## src/rtl/stream_arb_mux.sv

```systemverilog
// Registered N-channel valid/ready stream arbiter-multiplexer. A grant is held
// for a whole packet (through the i_last beat). The selected beat is registered into a single output slot.
module stream_arb_mux #(
    parameter int WIDTH    = 16,
    parameter int CHANNELS = 4,
    parameter int RR       = 1,
    parameter int CW       = $clog2(CHANNELS)
) (
    input  logic                      i_clk,
    input  logic                      i_rst_n,
    input  logic [0:CHANNELS-1]       i_valid,
    input  logic [0:CHANNELS-1]       i_last,
    input  logic [0:CHANNELS*WIDTH-1] i_data,
    output logic [0:CHANNELS-1]       o_ready,
    output logic                      o_valid,
    output logic [0:WIDTH-1]          o_data,
    output logic                      o_last,
    output logic [0:CW-1]             o_chan,
    input  logic                      i_ready
);

    typedef enum logic {ST_UNLOCKED, ST_LOCKED} state_t;

    state_t            state_q, state_d;
    logic [CW-1:0]     lock_chan_q, lock_chan_d;
    logic [CW-1:0]     ptr_q, ptr_d;
    logic              out_valid_q, out_valid_d;
    logic [WIDTH-1:0]  out_data_q, out_data_d;
    logic              out_last_q, out_last_d;
    logic [CW-1:0]     out_chan_q, out_chan_d;

    logic              load_en;
    logic              arb_found;
    logic [CW-1:0]     arb_idx;
    logic [CW-1:0]     grant_idx;
    logic              grant_ok;
    logic              xfer;
    logic [WIDTH-1:0]  sel_data;

    // Search order: ptr, ptr+1, ... in round-robin mode, plain index order otherwise.
    function automatic int cand_of(input int p, input int i);
        if (RR != 0)
            return (p + i) % CHANNELS;
        else
            return i;
    endfunction

    always_comb begin
        arb_found = 1'b0;
        arb_idx   = '0;
        for (int i = 0; i < CHANNELS; i++) begin
            if (!arb_found && i_valid[cand_of(int'(ptr_q), i)]) begin
                arb_found = 1'b1;
                arb_idx   = CW'(cand_of(int'(ptr_q), i));
            end
        end
    end

    assign load_en   = !out_valid_q || i_ready;
    assign grant_idx = (state_q == ST_LOCKED) ? lock_chan_q : arb_idx;
    assign grant_ok  = (state_q == ST_LOCKED) ? i_valid[grant_idx] : arb_found;
    // Reset gating keeps every o_ready low while i_rst_n is held, even though load_en is 1.
    assign xfer      = i_rst_n && load_en && grant_ok;
    assign sel_data  = i_data[int'(grant_idx)*WIDTH +: WIDTH];

    always_comb begin
        o_ready = '0;
        if (xfer)
            o_ready[grant_idx] = 1'b1;
    end

    always_comb begin
        state_d     = state_q;
        lock_chan_d = lock_chan_q;
        ptr_d       = ptr_q;
        out_valid_d = out_valid_q;
        out_data_d  = out_data_q;
        out_last_d  = out_last_q;
        out_chan_d  = out_chan_q;
        if (load_en)
            out_valid_d = xfer;
        if (xfer) begin
            out_data_d = sel_data;
            out_last_d = i_last[grant_idx];
            out_chan_d = grant_idx;
            if (i_last[grant_idx]) begin
                state_d = ST_UNLOCKED;
                if (RR != 0) begin
                    if (int'(grant_idx) == CHANNELS - 1)
                        ptr_d = '0;
                    else
                        ptr_d = grant_idx + 1'b1;
                end
            end else begin
                state_d     = ST_LOCKED;
                lock_chan_d = grant_idx;
            end
        end
    end

    always_ff @(posedge i_clk or negedge i_rst_n) begin
        if (!i_rst_n) begin
            state_q     <= ST_UNLOCKED;
            lock_chan_q <= '0;
            ptr_q       <= '0;
            out_valid_q <= 1'b0;
            out_data_q  <= '0;
            out_last_q  <= 1'b0;
            out_chan_q  <= '0;
        end else begin
            state_q     <= state_d;
            lock_chan_q <= lock_chan_d;
            ptr_q       <= ptr_d;
            out_valid_q <= out_valid_d;
            out_data_q  <= out_data_d;
            out_last_q  <= out_last_d;
            out_chan_q  <= out_chan_d;
        end
    end

    assign o_valid = out_valid_q;
    assign o_data  = out_data_q;
    assign o_last  = out_last_q;
    assign o_chan  = out_chan_q;

endmodule

```

## config.mk

```make
export PLATFORM = sky130hd
export DESIGN_NAME = stream_arb_mux
export DESIGN_NICKNAME = d
export VERILOG_FILES = /design/src/rtl/stream_arb_mux.sv
export SDC_FILE = /design/constraint.sdc
export NUM_CORES = 1
export LEC_CHECK = 0
export BUFFER_PORTS_ARGS = -buffer_cell sky130_fd_sc_hd__buf_4
export CAP_MARGIN = 40
export CORE_MARGIN = 2
export CORE_UTILIZATION = 45
export DETAILED_ROUTE_END_ITERATION = 16
export PLACE_DENSITY = 0.78
export SLEW_MARGIN = 10
export SYNTH_ARGS = -nofsm -noshare
export SYNTH_HDL_FRONTEND = slang
export SYNTH_SLANG_ARGS = --single-unit
```

## constraint.sdc

```tcl
create_clock -name i_clk -period 2.5 [get_ports i_clk]
set_input_delay 0.125 -clock i_clk [delete_from_list [all_inputs] [get_ports i_clk]]
set_output_delay 0.125 -clock i_clk [all_outputs]
set_load 0.05 [all_outputs]
```

Word-level counts from Yosys, hierarchy flattened

Cells that the tools add are included.

Bits in registers: 25
Output and inout bits: 24
Word-level logic and storage cells: 78

$add $sub $neg: 4
Order comparisons: 6
Eq/ne operators: 1
Shift-type cells: 1
Multiplexer cells: 33
Bitwise operators: 10
Reductions and logical operators: 16

Operators with widths:

| cell                | count |
|---|---|
| $ge 32x3->1 const B | 4 |
| $not 32->32         | 3 |
| $shiftx 64x32->65   | 1 |
| $not 2->32          | 1 |
| $not 6->32          | 1 |
| $mux 1              | 19 |
| $bmux 1 s2          | 6 |
| $mux 2              | 6 |
| $logic_and 1x1->1   | 6 |
| $reduce_or 2->1     | 3 |
| $add 2x1->2 const B | 2 |
| $add 2x2->2 const B | 2 |
| $logic_not 1->1     | 4 |
| $mux 4              | 1 |
| $reduce_and 2->1    | 2 |
| $and 1x1->1 const A | 3 |
| $ge 3x3->1 const B  | 1 |
| $lt 3x1->1 const B  | 1 |
| $not 2->3           | 1 |
| $demux 1 s2         | 1 |
| $eq 2x1->1 const B  | 1 |
| $logic_or 1x1->1    | 1 |
| $not 1->1           | 1 |

Logic depth before layout (Yosys ltp)

Depth in word-level cells: 23
Depth in mapped cells: 11
Mapped depth without buffers: 8

Worst setup path after synthesis

No wires, ideal clock.

Kind: register -> output
Start: reg ptr_q[0]
End: out o_ready[1] in the netlist's numbering
Arrival time: 2.283 ns
Required time: 2.375 ns
Setup slack: 0.092 ns
Stages on the path, launching flop included: 12
Path buffers: 4
Cell sequence: dfrtp_1 > buf_4 > nor3_1 > nand2_1 > a311o_1 > and3_1 > buf_6 > clkinv_2 > buf_2 > buf_2 > ha_1 > and2_1

Word-level cells in the longest chain between the ends: 22

RTL lines:

| item                                                 | line   | source |
|---|---|---|
| start: declaration                                   | 26     | `logic [CW-1:0] ptr_q, ptr_d;` |
| start signal: assignment                             | 113    | `ptr_q <= ptr_d;` |
| branches (longest 13 deep; another with $add 2x1->2) | --     |  |
| $mux 2 *                                             | 52     | `if (!arb_found && i_valid[cand_of(int'(ptr_q), i)]) begin` |
| $mux 2 *                                             | 60     | `assign grant_idx = (state_q == ST_LOCKED) ? lock_chan_q : arb_idx;` |
| named net grant_idx[1]                               | 35     | `logic [CW-1:0] grant_idx;` |
| $not 2->3 (not written as such) *                    | 61, 69 |  |
| branches (longest 5 deep; another with $ge 3x3->1)   | --     |  |
| $mux 4 *                                             | 68     | `if (xfer)` |
| end: declaration                                     | 14     | `output logic [0:CHANNELS-1] o_ready,` |

Mark *: on every way through the listed nets, which the timed path passes. The select of a mux whose other input is x is not followed.

Worst setup path after layout

Start: reg ptr_q[0]
End: out o_ready[1] in the netlist's numbering

Word-level cells in the longest chain between the ends: 22

RTL lines:

| item                                                 | line |
|---|---|
| branches (longest 21 deep; another with $add 2x1->2) | -- |
| $mux 4 *                                             | 68 |

Mark *: on every way between the ends. The select of a mux whose other input is x is not followed.

==> key figures <==
Layout
  • Commonest non-fill, non-tap cell in the layout: buf_4
  • Commonest cells after routing, fill and taps aside: 102 x buf_4, 58 x nand2_1, 24 x a21oi_1, 23 x o21ai_0, 23 x dfrtp_1
  • Fillers: 326
  • Multi-input logic area: 0.00106 mm2
  • Antenna fix cells: 0
  • Fin nets: 401
  • Sequential Area: 628 um2
  • Area Growth Syn to Fin: 47.8%
  • Share of layout cells above drive strength 1: 0.374

Logic synthesis
  • Mapped Nets: 308
  • Post-synth EDFFs: 0
  • Post-Syn Area: 0.00179 mm2
  • Share of synthesized registers carrying an async set or reset: 1.00
  • Mean Syn Cell Area: 7.84 um2
  • Warnings from Yosys: 0
  • FF+latch count, synth: 25
  • Main flop type after synthesis: dfrtp_1
  • Post-synthesis sequential area ratio: 0.349
  • Mapped Cells: 229
  • Distinct cells, synth: 37

Drt
  • DRT iter0 DRCs: 82
  • Vias per cell: 5.46
  • Routed Antenna Nets: 0
  • Routed WL: 5.34 mm
  • Drt wl/cell: 14.5 um
  • DRT Pass-1 Iters: 4
  • Vias: 2013
  • DRC: 0

Clocking
  • Clk_lat worst skew: 0.26 ns
  • CTS clock-pin slew for the worst setup and hold paths: 0.08 ns
  • CTS tree: done
  • Clk sink count: 25
  • Longest Clk Path Bufs: 2
  • CTS buffer count: 3
  • Htree depth: 1
  • CTS root buf: clkbuf_8

STA
  • Period minus WS final: 2.45 ns
  • Relative slew slack: 0.670
  • Period utilisation layout: 0.981
  • Achievable Freq: 0.408 GHz
  • Final setup margin: 0.0473 ns
  • Worst Tran Pin Value: 0.495 ns
  • Setup Skew: 0.00152 ns
  • Fin. max-slew vios: 0
  • Final Hold Fails: 0
  • Setup TNS Final: 0 ns
  • Finish-stage setup viols: 0

Global routing
  • GR Util met1: 0.309
  • Gr busiest metal: met2
  • GR Util All Layers: 0.245
  • Met2 Use GR: 0.411
  • Wire length of the first global-routing pass: 8.54 mm
  • Vias in the first global route: 1916
  • Met3 Use GR: 0.0683
  • Global route overflow: 0
  • Initial antenna violation count: 0
  • Pin count of the biggest net entering global routing: 41

Floorplanning
  • Die height: 67.1 um
  • Core Area: 0.00374 mm2
  • Die width: 67.1 um
  • Starting density of the core: 0.479
  • Die Area: 0.00451 mm2
  • Number of I/O pins: 99
  • Standard-cell rows: 22

Status
  • Status: finished, final reports clean

Power
  • PwrDens: 1270 mW/mm2
  • Static leakage: 1.33 nW
  • Maximum VDD drop: 0.664 mV

Placement
  • Routability cong.: 0.867
  • Setup Slack @ Placement: 0.164 ns
  • DP HPWL: 3.88 mm
  • # port buffers: 98

Min path
  • Worst hold path class: in2reg

Worst setup path
  • Critical path data arrival time: 2.33 ns
  • Crit path launch type: register
  • CP required: 2.38 ns
  • Worst setup path category: reg2out
  • Max FO, Critical Path: 24
  • Nature of the critical path endpoint: output pin

Flow run
  • Max Cap Viol: 0
logic make-up after synthesis:
kind of cell | Yosys count | share of synthesized area
flip-flops | 25 | 0.349
AND/OR/NAND/NOR | 96 | 0.252
AO/OA/AOI/OAI | 74 | 0.260
buffers and inverters | 23 | 0.0600
adder cells (fa/ha/maj) | 4 | 0.0279
multiplexers | 7 | 0.0509
worst max-delay path, cell delays in order, from the launching register on:
cell,delay [ns]
dfrtp_2,0.44
buf_4,0.15
and3b_1,0.18
a21oi_1,0.17
a311o_1,0.15
and3_2,0.24
clkinv_2,0.10
buf_12,0.16
ha_1,0.17
and2_1,0.13
buf_4,0.18
repair_timing:
item / 4_1_cts / 5_1_grt
hold endpoints to repair: 25 / 0
setup endpoints to repair: 2 / 3
hold buffers: 1 / 0
setup buffers: 0 / 3
gates cloned: 0 / 0
resized for setup: 2 / 6
state kept, by name (all words and copies together), names as in the netlist:
register / count
o_data: 16
lock_chan_q: 2
o_chan: 2
ptr_q: 2
o_last: 1
o_valid: 1
state_q: 1
metal layers:
layer  vias up  wire [um]  share of wire
li1       1003          -              -
met1       923       2150           0.40
met2        79       2660           0.50
met3         8        451          0.084
met4         0         82          0.015
met5         -          0              0
Yosys cell counts, types with 2 or more instances:
cell type | count | area [um2]
and3_1 | 17 | 106
nor3b_1 | 2 | 15.0
ha_1 | 4 | 50.1
a311oi_1 | 17 | 149
dfrtp_1 | 25 | 626
buf_4 | 2 | 15.0
nand2_1 | 58 | 218
mux2_2 | 3 | 33.8
nand2b_1 | 3 | 18.8
nor3_1 | 2 | 10.0
mux2i_1 | 2 | 20.0
o21ai_1 | 2 | 10.0
and2_1 | 4 | 25.0
a21oi_1 | 24 | 120
o21ai_0 | 23 | 115
buf_2 | 4 | 20.0
clkbuf_1 | 13 | 48.8
nor2_1 | 5 | 18.8
final timing paths:
| kind | depth (start not counted) | start | slack (ns) | to |
|---|---|---|---|---|
| setup / recovery | 10 | ptr_q[0] | 0.05 | o_ready[1] |
| hold / removal | 3 | i_data[10] | 0.16 | o_data[10] |
| setup reg to reg | 8 | ptr_q[0] | 0.12 | ptr_q[1] |
| hold reg to reg | 2 | o_data[9] | 0.49 | o_data[9] |
| max in group asynchronous | 2 | i_rst_n | 1.89 | ptr_q[1] |
| min in group asynchronous | 2 | i_rst_n | 0.34 | o_data[8] |
metrics by stage:
stage           util  std cells  area [um2]  power [mW]  hold slack (ns)
2_1_floorplan      -        229        1790        2.42           -0.171
3_3_place_gp   0.682        361        2550        3.00           0.0518
3_5_place_dp   0.682        361        2550        3.04           0.0546
4_1_cts        0.697        366        2610        3.27            0.164
5_1_grt        0.708        369        2650        3.63            0.156
6_report       0.708        369        2650        3.36            0.163
power by group:
part / switching (mW) / internal [mW]
Clock: 0.114 / 0.113
Combinational: 1.48 / 0.907
Sequential: 0.152 / 0.593
area by class of cell:
cell class | instances | area share
inverter | 3 | 0.00472
multi-input combinational | 181 | 0.401
tap | 48 | 0.0227
clock buffer | 4 | 0.0170
sequential | 25 | 0.237
timing repair buffer | 108 | 0.318
No activity file was read; power rests on OpenSTA's default activity.
